### src/rtl/traffic_phase_scheduler.sv
// traffic_phase_scheduler: round-robin GREEN->YELLOW->ALL_RED scheduler for roads A/B/C with BCD countdown.
// Define PED_WALK_EN to add the pedestrian WALK phase (Ped_Req in, Walk out).
module traffic_phase_scheduler #(
  parameter int CLK_DIV  = 25000000,
  parameter int GREEN_T  = 15,
  parameter int YELLOW_T = 3,
  parameter int ALLRED_T = 2,
  parameter int WALK_T   = 10
) (
  input  logic       CLK_50MHz,
  input  logic       Res_n,
  input  logic [2:0] Req,
`ifdef PED_WALK_EN
  input  logic       Ped_Req,
  output logic       Walk,
`endif
  output logic [2:0] Grant,
  output logic [1:0] Phase,
  output logic [2:0] Lamp,
  output logic [3:0] Cnt_Tens,
  output logic [3:0] Cnt_Ones,
  output logic       Tick
);
  localparam int DW = CLK_DIV > 2 ? $clog2(CLK_DIV) : 1;
  localparam logic [7:0] G_BCD = 8'((GREEN_T / 10) * 16 + GREEN_T % 10);
  localparam logic [7:0] Y_BCD = 8'((YELLOW_T / 10) * 16 + YELLOW_T % 10);
  localparam logic [7:0] A_BCD = 8'((ALLRED_T / 10) * 16 + ALLRED_T % 10);

  if (GREEN_T < 1 || GREEN_T > 99 || YELLOW_T < 1 || YELLOW_T > 99 ||
      ALLRED_T < 1 || ALLRED_T > 99 || WALK_T < 1 || WALK_T > 99) begin : g_bad_time
    $error("traffic_phase_scheduler: phase durations must lie in 1..99");
  end

`ifdef PED_WALK_EN
  typedef enum logic [2:0] {S_IDLE, S_GREEN, S_YELLOW, S_ALLRED, S_WALK} state_t;
  localparam logic [7:0] W_BCD = 8'((WALK_T / 10) * 16 + WALK_T % 10);
  logic ped_q, walk_q, post_walk_q;
`else
  typedef enum logic [1:0] {S_IDLE, S_GREEN, S_YELLOW, S_ALLRED} state_t;
`endif

  state_t        state_q;
  logic [DW-1:0] div_q;
  logic [2:0]    grant_q, lamp_q, pending_q, pending_d, mask, arb, rot;
  logic [1:0]    phase_q, rr_q, arb_idx, off;
  logic [2:0]    rr_sum;
  logic [3:0]    tens_q, ones_q, tens_dec, ones_dec;
  logic          cnt_one, exit_ok, go_green, to_walk;

  assign Tick     = div_q == DW'(CLK_DIV - 1);
  assign Grant    = grant_q;
  assign Phase    = phase_q;
  assign Lamp     = lamp_q;
  assign Cnt_Tens = tens_q;
  assign Cnt_Ones = ones_q;
`ifdef PED_WALK_EN
  assign Walk     = walk_q;
`endif

  assign cnt_one = tens_q == 4'd0 && ones_q == 4'd1;
  assign {tens_dec, ones_dec} = ones_q == 4'd0 ? {tens_q - 4'd1, 4'd9} : {tens_q, ones_q - 4'd1};

  // rot[0] is the road right after the rr pointer, rot[2] is the pointer road itself
  assign rot     = rr_q == 2'd0 ? {pending_q[0], pending_q[2], pending_q[1]} :
                   rr_q == 2'd1 ? {pending_q[1], pending_q[0], pending_q[2]} :
                                  {pending_q[2], pending_q[1], pending_q[0]};
  assign off     = rot[0] ? 2'd1 : rot[1] ? 2'd2 : 2'd3;
  assign rr_sum  = 3'(rr_q) + 3'(off);
  assign arb_idx = rr_sum >= 3'd3 ? 2'(rr_sum - 3'd3) : rr_sum[1:0];
  assign arb     = |pending_q ? 3'b001 << arb_idx : 3'b000;

  assign exit_ok = Tick && (state_q == S_IDLE || (state_q == S_ALLRED && cnt_one));
`ifdef PED_WALK_EN
  assign to_walk = exit_ok && ped_q && !(post_walk_q && |pending_q);
`else
  assign to_walk = 1'b0;
`endif
  assign go_green  = exit_ok && |pending_q && !to_walk;
  assign mask      = (state_q == S_GREEN || state_q == S_YELLOW) ? grant_q : 3'b000;
  assign pending_d = (pending_q | (Req & ~mask)) & ~(go_green ? arb : 3'b000);

  always_ff @(posedge CLK_50MHz) begin
    if (!Res_n) begin
      state_q   <= S_IDLE;
      div_q     <= '0;
      grant_q   <= 3'b000;
      phase_q   <= 2'b00;
      lamp_q    <= 3'b100;
      tens_q    <= 4'd0;
      ones_q    <= 4'd0;
      pending_q <= 3'b000;
      rr_q      <= 2'd2;
`ifdef PED_WALK_EN
      ped_q       <= 1'b0;
      walk_q      <= 1'b0;
      post_walk_q <= 1'b0;
`endif
    end else begin
      div_q     <= Tick ? '0 : div_q + 1'b1;
      pending_q <= pending_d;
`ifdef PED_WALK_EN
      ped_q <= ped_q | Ped_Req;
`endif
      if (go_green) begin
        state_q          <= S_GREEN;
        grant_q          <= arb;
        rr_q             <= arb_idx;
        phase_q          <= 2'b01;
        lamp_q           <= 3'b001;
        {tens_q, ones_q} <= G_BCD;
`ifdef PED_WALK_EN
        post_walk_q <= 1'b0;
`endif
      end
`ifdef PED_WALK_EN
      else if (to_walk) begin
        state_q          <= S_WALK;
        grant_q          <= 3'b000;
        phase_q          <= 2'b11;
        lamp_q           <= 3'b100;
        walk_q           <= 1'b1;
        ped_q            <= 1'b0;
        post_walk_q      <= 1'b0;
        {tens_q, ones_q} <= W_BCD;
      end
`endif
      else if (Tick && state_q != S_IDLE) begin
        if (!cnt_one) begin
          {tens_q, ones_q} <= {tens_dec, ones_dec};
        end else if (state_q == S_GREEN) begin
          if ((Req & grant_q) != 3'b000 && (pending_q & ~grant_q) == 3'b000) begin
            {tens_q, ones_q} <= G_BCD;
          end else begin
            state_q          <= S_YELLOW;
            phase_q          <= 2'b10;
            lamp_q           <= 3'b010;
            {tens_q, ones_q} <= Y_BCD;
          end
        end else if (state_q == S_YELLOW) begin
          state_q          <= S_ALLRED;
          grant_q          <= 3'b000;
          phase_q          <= 2'b11;
          lamp_q           <= 3'b100;
          {tens_q, ones_q} <= A_BCD;
        end
`ifdef PED_WALK_EN
        else if (state_q == S_WALK) begin
          state_q          <= S_ALLRED;
          walk_q           <= 1'b0;
          post_walk_q      <= 1'b1;
          {tens_q, ones_q} <= A_BCD;
        end
`endif
        else begin
          state_q          <= S_IDLE;
          phase_q          <= 2'b00;
          lamp_q           <= 3'b100;
          {tens_q, ones_q} <= 8'h00;
`ifdef PED_WALK_EN
          post_walk_q <= 1'b0;
`endif
        end
      end
    end
  end
endmodule
### config.mk
export PLATFORM = sky130hd
export DESIGN_NAME = traffic_phase_scheduler
export DESIGN_NICKNAME = d
export VERILOG_FILES = /design/src/rtl/traffic_phase_scheduler.sv
export SDC_FILE = /design/constraint.sdc
export NUM_CORES = 1
export LEC_CHECK = 0
export BUFFER_PORTS_ARGS = -buffer_cell sky130_fd_sc_hd__buf_2
export CAP_MARGIN = 25
export CORE_MARGIN = 10
export CORE_UTILIZATION = 24
export CTS_CLUSTER_SIZE = 8
export DETAILED_ROUTE_END_ITERATION = 8
export MAX_ROUTING_LAYER = met4
export PLACE_DENSITY = 0.37
export SYNTH_ARGS = -nofsm -noshare
export SYNTH_HDL_FRONTEND = slang
export SYNTH_SLANG_ARGS = --single-unit
### constraint.sdc
create_clock -name CLK_50MHz -period 4.96 [get_ports CLK_50MHz]
set_clock_uncertainty 0.2 [all_clocks]
set_input_delay 0.744 -clock CLK_50MHz [delete_from_list [all_inputs] [get_ports CLK_50MHz]]
set_output_delay 0.744 -clock CLK_50MHz [all_outputs]
set_load 0.02 [all_outputs]
==> summary.txt, run 1 <==
Yosys
  – Post-Syn Nets: 312
  – Most common cell in the synthesized netlist: dfxtp_1
  – Distinct cells, synth: 56
  – Post-synth top area share: 35.7%
  – Cell taking the most area after synthesis: dfxtp_1
  – Synth cell count leaders: 46 x dfxtp_1, 30 x nor2_1, 20 x o21ai_0
  – Mean Syn Cell Area: 8.67 sq um
  – Post-synth EDFFs: 0
  – Post-Synthesis Cells: 297
  – Post-synthesis sequential area ratio: 35.7%
  – Asr flop ratio synth: 0%
  – Ys Warns: 0
  – #FFs+latches synth: 46
  – Synthesized area: 0.00258 sq mm
  – Primary FF master, synth: dfxtp_1
  – Synth area leaders: dfxtp_1 36%, xnor2_1 4.8%, ha_1 4.4%

Die
  – Die Y: 124 microns
  – Die area: 0.0153 sq mm
  – Ports: 22
  – Die width: 124 microns
  – Row count: 37
  – Core ar.: 0.0104 sq mm
  – Initial core utilization: 24.8%

Setup path
  – R2R Path End: Grant[0]$_SDFFE_PN0P_
  – Worst path top cell family by delay: adder cells
  – Crit end category: register
  – Crit path cell chain: or3b_2, a21oi_1, a31oi_1, ha_1, inv_1, fa_1, inv_1, ha_1, o21ai_0, nor2b_1, nand4b_1, o21ai_0
  – R2R Setup Slk: 1.86 ns
  – Crit Path Max Fanout: 7
  – R2R depth: 12
  – Worst Setup Start Kind: register
  – Reg2reg start: pending_q[2]$_SDFF_PN0_
  – Crit Path Class: register to register
  – WP buf/inv: 2
  – Worst Path Required: 4.99 ns
  – Slowest cell on crit path: or3b_2
  – Worst EP arrival: 3.13 ns
  – Max stage delay on crit path: 0.46 ns

STA
  – RSZ-0062 raised after global routing: false
  – Worst Max-Slew Pin Slew: 0.880 ns
  – Final Cycle Share: 62.5%
  – F_max: 0.323 GHz
  – Setup WS post-layout: 1.86 ns
  – Slew Limit Headroom: 40.5%
  – Setup TNS: 0 ns
  – Hold Fails Final Rpt: 0
  – Max-slew violation count: 0
  – Min Tclk post-route: 3.10 ns
  – Setup-failing EPs final: 0

Place
  – Dpl hpwl: 4670 microns
  – RePlAce Congestion: 0.736
  – IO Port Bufs: 21
  – DP Worst Slack: 1.90 ns

Routing
  – Drt total wl: 6490 microns
  – Post-route ant nets: 0
  – DR iter-0 viols: 115
  – Vias/cell: 4.83
  – Avg WL per Cell: 14.4 microns
  – Drt pass-1 iters: 4
  – DR vias: 2181
  – # DRC: 0

GRT
  – Pin count of the biggest net entering global routing: 26
  – Initial antenna violation count: 0
  – Vias in the first global route: 2129
  – All-Layer GR Usage: 8.93%
  – First-pass GRT wire length: 10700 microns
  – Met2 GRT Util: 14.5%
  – Met1 layer usage reported by global route: 10.9%
  – Busiest grt layer: met2
  – Met3 Use GR: 1.95%
  – Grt ovf: 0

Clock tree
  – CTS HTree Levels: 2
  – Num CTS Buffers: 5
  – CTS Buffer Depth: 2
  – Later-pin clock latency in the skew report: 0.30 ns
  – Clock slew at reported path FFs: 0.09 ns
  – Hold buffers post-CTS: 0
  – Post-cts resize count: 0
  – Root buffer cell: clkbuf_8
  – CTS tree: done
  – Post-CTS setup buffers: 0
  – Clk sinks: 46

Finish
  – Fillers: 1142
  – Area taken by multi-input logic gates: 0.00154 sq mm
  – Area growth from synthesis to layout: 12.4%
  – Layout cell share with drive strength beyond 1: 13.3%
  – Fin nets: 330
  – Final Util: 27.9%
  – Seq. cell area: 921 sq um
  – Antenna diodes: 0

Worst hold path
  – Hold_sp: div_q[0]$_SDFF_PP0_
  – Hold Path Stages: 1
  – Worst Hold Class: register to register
  – Worst Hold Endpoint: div_q[0]$_SDFF_PP0_

Run status
  – Status: finished, final reports clean

Pwr
  – PwrDens: 228 mW/mm^2
  – Static Leak: 1.02 nW
  – Maximum vdd drop: 0.103 mV

Flow run
  – Max Cap Viol: 0
-- through the flow --
stage	area [sq um]	hold slack [ns]	total power [W]	std cells
3_5_place_dp	2800	0.231	0.000421	444
3_3_place_gp	2800	0.224	0.000421	444
6_report	2900	0.246	0.000659	452
2_1_floorplan	2580	0.214	0.000411	297
5_1_grt	2900	0.277	0.000683	452
4_1_cts	2900	0.245	0.000669	452
-- power by group --
part / switching (W) / internal (W)
Combinational: 0.0000216 / 0.0000130
Clock: 0.000134 / 0.000113
Sequential: 0.00000472 / 0.000373
Total: 0.000161 / 0.000499
-- kinds of logic (layout without fill, tap and decap cells) --
family,count (synthesis),count (layout),share of synthesized area (%)
adders and majority gates,10,10,5.15
and+or+nand+nor,127,127,30.3
DFF,46,46,35.7
AOI/OAI and AO/OA,64,64,16.2
muxes,3,3,1.17
buffers and inverters,26,45,4.32
xor gates and xnor gates,21,21,7.14
-- layout by cell type, fill, tap and decap left out, drive strengths merged, types with 3 or more instances in the layout --
cell and instances:
dfxtp 46, nor2 30, buf 22, o21ai 21
nand2 20, a21oi 16, inv 15, nand3 14
xnor2 14, nor4 10, nor3 9, ha 9
a21boi 7, xor2 7, clkbuf 7, nand4 6
and3 5, nor4b 5, nor2b 4, mux2i 3
and4 3, nand3b 3, a31oi 3, or4 3
nand4b 3, or3 3
-- layout make-up --
| cell class | count | share of cell area (%) |
|---|---|---|
| Inverter | 15 | 1.94 |
| Sequential cell | 46 | 31.8 |
| Multi-Input combinational cell | 225 | 53.3 |
| Tap cell | 136 | 5.88 |
| Clock inverter | 1 | 0.173 |
| Clock buffer | 7 | 2.98 |
| Timing Repair Buffer | 22 | 3.89 |
-- registers in the layout (all words and copies together) (netlist names) --
name / cells
Grant: 3
Phase: 1
div_q: 25
pending_q: 3
Cnt_Tens: 4
rr_q: 2
Cnt_Ones: 4
state_q: 1
Lamp: 3
-- per-layer routing --
layer | routed length, microns | part of all wire, %
met3 | 212 | 3.3
met2 | 3060 | 47
met1 | 3140 | 48
met5 | 0 | 0
met4 | 74 | 1.1
-- how the worst max path moves through the flow --
| stage | cells after the start | slack, ns | start | end |
|---|---|---|---|---|
| 2_1_floorplan | 12 | 2.14 | pending_q[2]$_SDFF_PN0_ | Grant[0]$_SDFFE_PN0P_ |
| 3_3_place_gp | 12 | 1.93 | pending_q[2]$_SDFF_PN0_ | Grant[0]$_SDFFE_PN0P_ |
| 6_report | 12 | 1.86 | pending_q[2]$_SDFF_PN0_ | Grant[0]$_SDFFE_PN0P_ |
| 4_1_cts | 12 | 1.87 | pending_q[2]$_SDFF_PN0_ | Grant[0]$_SDFFE_PN0P_ |
| 3_5_place_dp | 12 | 1.90 | pending_q[2]$_SDFF_PN0_ | Grant[0]$_SDFFE_PN0P_ |
| 5_1_grt | 13 | 1.57 | pending_q[2]$_SDFF_PN0_ | Grant[0]$_SDFFE_PN0P_ |
Note: power is estimated with default switching activity, not from simulation.
==> inputs of run 2 (changes only) <==
ABC_AREA = 1   (was unset)
PLACE_DENSITY = 0.38   (was 0.37)
clock period = 2.76 ns   (was 4.96 ns; I/O delays follow)
==> summary.txt, run 2 <==
Clock tree
  – CTS Buffer Depth: 2 (unchanged)
  – Post-CTS setup buffers: 0 (unchanged)
  – Later-pin clock latency in the skew report: 0.29 ns (about the same)
  – CTS HTree Levels: 2 (unchanged)
  – Clk sinks: 46 (unchanged)
  – Root buffer cell: clkbuf_16
  – Clock slew at reported path FFs: 0.07 ns (-0.02 ns)
  – CTS tree: done
  – Num CTS Buffers: 5 (unchanged)
  – Hold buffers post-CTS: 0 (unchanged)

Pwr
  – Seq pwr share: 50.2% (-7.0 points)
  – PwrDens: 412 mW/mm^2 (+81%)
  – Sw frac: 22.9% (-1.4 points)
  – Design Power: 0.00135 W (+100%)
  – Int Pwr: 0.00104 W (+110%)
  – Maximum vdd drop: 0.295 mV (+190%)
  – Psw: 0.000309 W (+92%)
  – Clk network pwr share: 43.3% (+5.8 points)
  – Comb power frac: 6.6% (+1.4 points)
  – Static Leak: 1.30 nW (+27%)

Finish
  – Antenna diodes: 0 (unchanged)
  – Fin nets: 456 (+38%)
  – Top reg by flops: div_q
  – Fillers: 1200 (+5.1%)
  – Finished Layout Cells: 581 (+29%)
  – Most frequent cells in the layout: 75 x nand2_1, 62 x nor2_1, 53 x inv_1, 42 x dfxtp_1, 26 x a21oi_1
  – Max FFs per register: 25 (unchanged)
  – Area growth from synthesis to layout: 21.0%
  – Layout cell share with drive strength beyond 1: 19.7% (+6.4 points)
  – Most common cell after layout, fill and taps aside: nand2_1

Setup path
  – Crit Path Max Fanout: 4 (-3)
  – Crit path cell chain: nor2_4, a221oi_2, a311o_1, ha_2, inv_2, fa_1, inv_1, ha_2, nand3b_1, xor2_2, nor2_2, a211o_1, inv_1
  – Worst Path Required: 2.79 ns (-2.20 ns)
  – Slowest cell on crit path: fa_1
  – Max stage delay on crit path: 0.49 ns (+0.03 ns)
  – R2R depth: 13 (+1)
  – Worst EP arrival: 2.94 ns (-0.19 ns)
  – Crit Path Class: register to register
  – Worst Setup Start Kind: register
  – Crit end category: register

Yosys
  – #FFs+latches synth: 46 (unchanged)
  – Synthesized area: 0.00270 sq mm (+4.7%)
  – Primary FF master, synth: dfxtp_1
  – Post-synthesis mux area share: 0% (-1.2 points)
  – Synth Area in XOR/XNOR: 2.60% (-4.5 points)
  – Asr flop ratio synth: 0% (unchanged)
  – Ys Warns: 0 (unchanged)
  – Post-synthesis sequential area ratio: 34.2% (-1.6 points)
  – Main combinational cell family by area after synthesis: simple AND/OR/NAND/NOR gates
  – Post-synth top area share: 34.2% (-1.6 points)
  – Cell taking the most area after synthesis: dfxtp_1
  – Post-Syn Nets: 419 (+34%)
  – Adder-Cell Fraction of Synth Area: 4.92% (-0.23 points)
  – Compound-Gate Fraction of Synth Area: 11.4% (-4.9 points)
  – Mean Syn Cell Area: 6.67 sq um (-23%)
  – Post-synthesis simple-gate area fraction: 37.4% (+7.1 points)
  – Post-Synthesis Cells: 404 (+36%)
  – Synth area leaders: dfxtp_1 34%, nand2_1 10%, nor2_1 9.2%
  – Post-synth EDFFs: 0 (unchanged)
  – Synth cell count leaders: 75 x nand2_1, 66 x nor2_1, 56 x inv_1
  – Distinct cells, synth: 39 (-30%)
  – Most common cell in the synthesized netlist: nand2_1

Routing
  – DR iter-0 viols: 133 (+16%)
  – Drt total wl: 7390 microns (+14%)
  – DR vias: 2547 (+17%)
  – Drt pass-1 iters: 4 (unchanged)
  – # DRC: 0 (unchanged)
  – Vias/cell: 4.38 (-9.1%)
  – Avg WL per Cell: 12.7 microns (-11%)
  – Post-route ant nets: 0 (unchanged)

STA
  – Worst Max-Slew Pin Slew: 0.471 ns (-0.409 ns)
  – F_max: 0.344 GHz (+6.8%)
  – Setup-failing EPs final: 7 (+7)
  – Min Tclk post-route: 2.90 ns (-0.196 ns)
  – Final hold slack: 0.222 ns (-0.0246 ns)
  – Max-slew violation count: 0 (unchanged)
  – Setup WS post-layout: -0.143 ns (-2.00 ns)
  – Slew Limit Headroom: 68.3% (+28 points)
  – Final Cycle Share: 105% (+43 points)
  – RSZ-0062 raised after global routing: true
  – Hold Fails Final Rpt: 0 (unchanged)

GRT
  – First-pass GRT wire length: 12300 microns (+15%)
  – All-Layer GR Usage: 9.49% (+0.56 points)
  – Initial antenna violation count: 0 (unchanged)
  – Vias in the first global route: 2438 (+15%)
  – Grt ovf: 0 (unchanged)
  – Pin count of the biggest net entering global routing: 18 (-31%)

Die
  – Die width: 126 microns (+1.9%)
  – Row count: 38 (+2.7%)
  – Die area: 0.0159 sq mm (+3.9%)
  – Ports: 22 (unchanged)
  – Initial core utilization: 24.7% (-0.19 points)
  – Core ar.: 0.0109 sq mm (+5.5%)
  – Die Y: 126 microns (+1.9%)

Place
  – IO Port Bufs: 21 (unchanged)
  – RePlAce Congestion: 0.819 (+11%)
  – Dpl hpwl: 5830 microns (+25%)
  – Inst Count DP: 574 (+29%)

Run status
  – Status: finished with violations
  – Failing checks: setup timing

Flow run
  – Max Cap Viol: 0 (unchanged)

Worst hold path
  – Hold Path Stages: 3 (+2)
  – Worst Hold Class: primary input to register
[run 2: cell types whose count changed after synthesis, moves of 6 or more]
cell	previous run	this run
clkbuf_1	7	0
nand3_1	14	24
nor4_1	8	2
nor3_1	9	15
xnor2_1	14	1
inv_2	0	6
a21oi_1	15	27
nand2_1	19	75
inv_1	15	56
nand2_2	0	7
a21boi_0	7	0
nor2_1	30	66
[run 2: kinds of logic (layout without fill, tap and decap cells)]
group                    after synthesis  in the layout
XOR/XNOR                               8              8
AO/OA/AOI/OAI                         56             56
adder cells (fa/ha/maj)               10             10
buffers and inverters                 67            104
flip-flops                            46             46
AND/OR/NAND/NOR                      217            217
[run 2: power by group through the flow]
| stage | registers [W] | clock network [W] | logic, W |
|---|---|---|---|
| after floorplan | 0.000691 | 0 | 0.0000501 |
| after global placement | 0.000692 | 0 | 0.0000834 |
| after detailed placement | 0.000692 | 0 | 0.0000837 |
| after CTS | 0.000675 | 0.000621 | 0.0000864 |
| after global routing | 0.000675 | 0.000635 | 0.000100 |
| final | 0.000675 | 0.000582 | 0.0000886 |
[run 2: final cells by class]
cell class              instances  area, sq um  share of cell area (%)
flip-flops and latches         46          931                    28.5
clock buffers                   6          129                    3.95
clock inverters                 1         7.51                   0.230
inverters                      64          241                    7.40
multi-input cells             291         1580                    48.5
well taps                     140          175                    5.37
repair buffers                 33          195                    5.98
[run 2: worst paths after layout]
check                            endpoint                  from  slack (ns)
setup / recovery  pending_q[0]$_SDFF_PN0_  rr_q[1]$_SDFFE_PN1P_       -0.14
hold / removal    pending_q[2]$_SDFF_PN0_                Req[2]        0.22
setup reg to reg  pending_q[0]$_SDFF_PN0_  rr_q[1]$_SDFFE_PN1P_       -0.14
hold reg to reg      div_q[21]$_SDFF_PP0_  div_q[21]$_SDFF_PP0_        0.28
[run 2: repair_timing]
item / CTS / global route
endpoints found under the setup margin: 7 / 8
gates resized for setup: 6 / 11
pin swaps: 4 / 7
[run 2: stage by stage]
stage                     setup TNS [ns]  setup slack (ns)  cell area (sq um)  utilization, %
after floorplan                  -0.0946           -0.0730               2720               -
after global placement            -0.298           -0.0877               3070            28.1
after detailed placement          -0.824            -0.180               3070            28.1
after CTS                         -0.692            -0.130               3230            29.5
after global routing               -2.20            -0.388               3260            29.8
final                             -0.699            -0.143               3260            29.8
[run 2: layer usage]
layer | vias up | routed length [microns] | track usage (%)
li1 | 1375 | - | -
met4 | 0 | 55 | 2.01
met2 | 24 | 3180 | 13.9
met3 | 5 | 166 | 1.89
met5 | - | 0 | -
met1 | 1143 | 3990 | 13.1
[run 2: worst max-delay path: cells and delay by family (launching register included)]
kind / cells / cell delay (ns)
AO/OA/AOI/OAI: 3 / 0.71
buffers and inverters: 3 / 0.14
AND/OR/NAND/NOR: 3 / 0.36
XOR/XNOR: 1 / 0.25
adder cells (fa/ha/maj): 3 / 0.82
flip-flops: 1 / 0.38
==> inputs of run 3 (changes only) <==
ABC_AREA = unset   (was 1)
CORE_ASPECT_RATIO = 0.9   (was unset)
==> summary.txt, run 3 (synthesis results as in run 1) <==
Run status
  – Status: finished with violations
  – Failing checks: setup timing

Setup path
  – Slowest cell on crit path: fa_1
  – Max stage delay on crit path: 0.52 ns (+0.03 ns)
  – Crit Path Max Fanout: 4 (unchanged)
  – WP buf/inv: 3 (unchanged)
  – Worst Path Required: 2.78 ns (about the same)
  – Crit path to: Grant[1]$_SDFFE_PN0P_
  – Crit path from: rr_q[0]$_SDFFE_PN0P_
  – Crit Path Class: register to register
  – Worst EP arrival: 2.78 ns (-0.16 ns)
  – Crit end category: register
  – Worst path top cell family by delay: adder cells
  – Crit path cell chain: buf_6, nand3b_1, a21oi_2, a31oi_1, ha_2, inv_2, fa_1, inv_2, ha_4, nand3b_1, a21oi_4, and2_4, nand4_1, o21ai_1
  – Worst Setup Start Kind: register
  – WP depth: 14 (+1)
  – R2R Setup Slk: -0.0006 ns (+0.14 ns)
  – R2R depth: 14 (+1)
  – Reg2reg start: rr_q[0]$_SDFFE_PN0P_
  – R2R Path End: Grant[1]$_SDFFE_PN0P_

Clock tree
  – CTS tree: done
  – CTS HTree Levels: 2 (unchanged)
  – CTS Buffer Depth: 2 (unchanged)
  – Num CTS Buffers: 5 (unchanged)
  – Clk sinks: 46 (unchanged)
  – Root buffer cell: clkbuf_16
  – Later-pin clock latency in the skew report: 0.29 ns (about the same)
  – Clock slew at reported path FFs: 0.06 ns (about the same)

Die
  – Die Y: 118 microns (-6.1%)
  – Die area: 0.0153 sq mm (-3.7%)
  – Core ar.: 0.0104 sq mm (-5.1%)
  – Row count: 35 (-7.9%)
  – Ports: 22 (unchanged)
  – Die width: 129 microns (+2.6%)
  – Initial core utilization: 24.8% (+0.17 points)

GRT
  – First-pass GRT wire length: 11200 microns (-8.9%)
  – All-Layer GR Usage: 9.06% (-0.42 points)
  – Pin count of the biggest net entering global routing: 26 (+8)
  – Initial antenna violation count: 0 (unchanged)
  – Grt ovf: 0 (unchanged)
  – Vias in the first global route: 2271 (-6.8%)

STA
  – Setup TNS: -0.000635 ns (+0.698 ns)
  – Worst Max-Slew Pin Slew: 0.842 ns (+0.370 ns)
  – Hold Fails Final Rpt: 0 (unchanged)
  – RSZ-0062 raised after global routing: true
  – Min Tclk post-route: 2.76 ns (-0.142 ns)
  – Setup-failing EPs final: 1 (-6)
  – Slew Limit Headroom: 43.8% (-24 points)
  – F_max: 0.362 GHz (+5.2%)
  – Final Cycle Share: 100% (-5.2 points)
  – Setup WS post-layout: -0.000635 ns (+0.142 ns)
  – Max-slew violation count: 0 (unchanged)

Routing
  – Drt pass-1 iters: 4 (unchanged)
  – Drt total wl: 6640 microns (-10%)
  – DR iter-0 viols: 113 (-15%)
  – Vias/cell: 4.83 (+10%)
  – Avg WL per Cell: 14.3 microns (+13%)
  – Post-route ant nets: 0 (unchanged)
  – DR vias: 2235 (-12%)
  – # DRC: 0 (unchanged)

Finish
  – Top reg by flops: div_q
  – Layout cell share with drive strength beyond 1: 21.9% (+2.1 points)
  – Fillers: 1131 (-5.8%)
  – Area growth from synthesis to layout: 22.0%
  – Fin nets: 348 (-24%)
  – Most frequent cells in the layout: 44 x dfxtp_1, 29 x nor2_1, 21 x buf_2, 19 x nand2_1
  – Most common cell after layout, fill and taps aside: dfxtp_1
  – Antenna diodes: 0 (unchanged)
  – Design Area, Final: 0.00314 sq mm (-3.7%)
  – Max FFs per register: 25 (unchanged)

Pwr
  – Static Leak: 1.15 nW (-11%)
  – PwrDens: 440 mW/mm^2 (+6.6%)
  – Design Power: 0.00138 W (+2.7%)
  – Maximum vdd drop: 0.178 mV (-40%)

Place
  – RePlAce Congestion: 0.820 (+0.11%)
  – IO Port Bufs: 21 (unchanged)
  – Dpl hpwl: 4810 microns (-17%)
  – Placed cell area: 0.00292 sq mm (-5.1%)

Worst hold path
  – Worst Hold Class: register to register

Flow run
  – Max Cap Viol: 0 (unchanged)
run 3: changes by cell type in the layout (fill, tap and decap cells not counted), sizes merged, moves of 4 or more:
cell	change
a21boi	+7
a21oi	-11
and3	+5
buf	+7
inv	-47
nand2	-62
nand3	-14
nor2	-42
nor2b	+4
nor3	-7
nor4	+8
nor4b	+5
xnor2	+13
run 3: layer usage:
| layer | vias to the layer above | GRT usage [%] | share of wire (%) |
|---|---|---|---|
| li1 | 1152 | - | - |
| met1 | 1053 | 11.7 | 51 |
| met2 | 23 | 13.7 | 45 |
| met4 | 0 | 2.27 | 1.1 |
| met3 | 7 | 2.28 | 2.9 |
| met5 | - | - | 0 |
run 3: how the worst min path moves through the flow:
stage,start,slack (ns),to,depth (start not counted)
global placement,div_q[0]$_SDFF_PP0_,0.23,div_q[0]$_SDFF_PP0_,1
detailed placement,div_q[0]$_SDFF_PP0_,0.23,div_q[0]$_SDFF_PP0_,1
floorplan,div_q[0]$_SDFF_PP0_,0.21,div_q[0]$_SDFF_PP0_,1
finish,div_q[0]$_SDFF_PP0_,0.24,div_q[0]$_SDFF_PP0_,1
global route,div_q[0]$_SDFF_PP0_,0.29,div_q[0]$_SDFF_PP0_,1
CTS,div_q[0]$_SDFF_PP0_,0.24,div_q[0]$_SDFF_PP0_,1
run 3: repair_timing:
action | 4_1_cts | 5_1_grt
endpoints found under the setup margin | 5 | 8
resized for setup | 9 | 13
pin swaps | 3 | 7
hold buffers | 0 | 0
setup buffers | 0 | 2
run 3: metrics by stage:
stage / hold slack [ns] / util [%] / std cells / setup WS [ns]
6_report: 0.241 / 30.3 / 463 / -0.000635
5_1_grt: 0.287 / 30.3 / 463 / -0.183
4_1_cts: 0.242 / 29.8 / 461 / -0.0188
3_5_place_dp: 0.232 / 28.1 / 453 / -0.0793
3_3_place_gp: 0.225 / 28.1 / 453 / -0.0803
2_1_floorplan: 0.214 / - / 297 / 0.0175
run 3: area by class of cell:
type | instances | area (sq um) | share of cell area, %
inverter | 15 | 56.3 | 1.79
clock inverter | 1 | 5.00 | 0.159
multi-input combinational | 225 | 1600 | 50.9
clock buffer | 7 | 143 | 4.54
tap | 129 | 161 | 5.14
sequential | 46 | 923 | 29.4
timing repair buffer | 40 | 255 | 8.12
run 3: power by group:
part / internal (W) / total, W / switching [W]
Sequential: 0.000671 / 0.000676 / 0.00000498
Clock: 0.000359 / 0.000611 / 0.000252
Combinational: 0.0000435 / 0.0000948 / 0.0000513
run 3: worst reg2reg max path, stage by stage (launching register included):
cell and delay [ns]:
dfxtp_2 0.33, buf_6 0.12, nand3b_1 0.09, a21oi_2 0.06, a31oi_1 0.16, ha_2 0.19, inv_2 0.03, fa_1 0.52
inv_2 0.05, ha_4 0.16, nand3b_1 0.23, a21oi_4 0.22, and2_4 0.17, nand4_1 0.08, o21ai_1 0.09
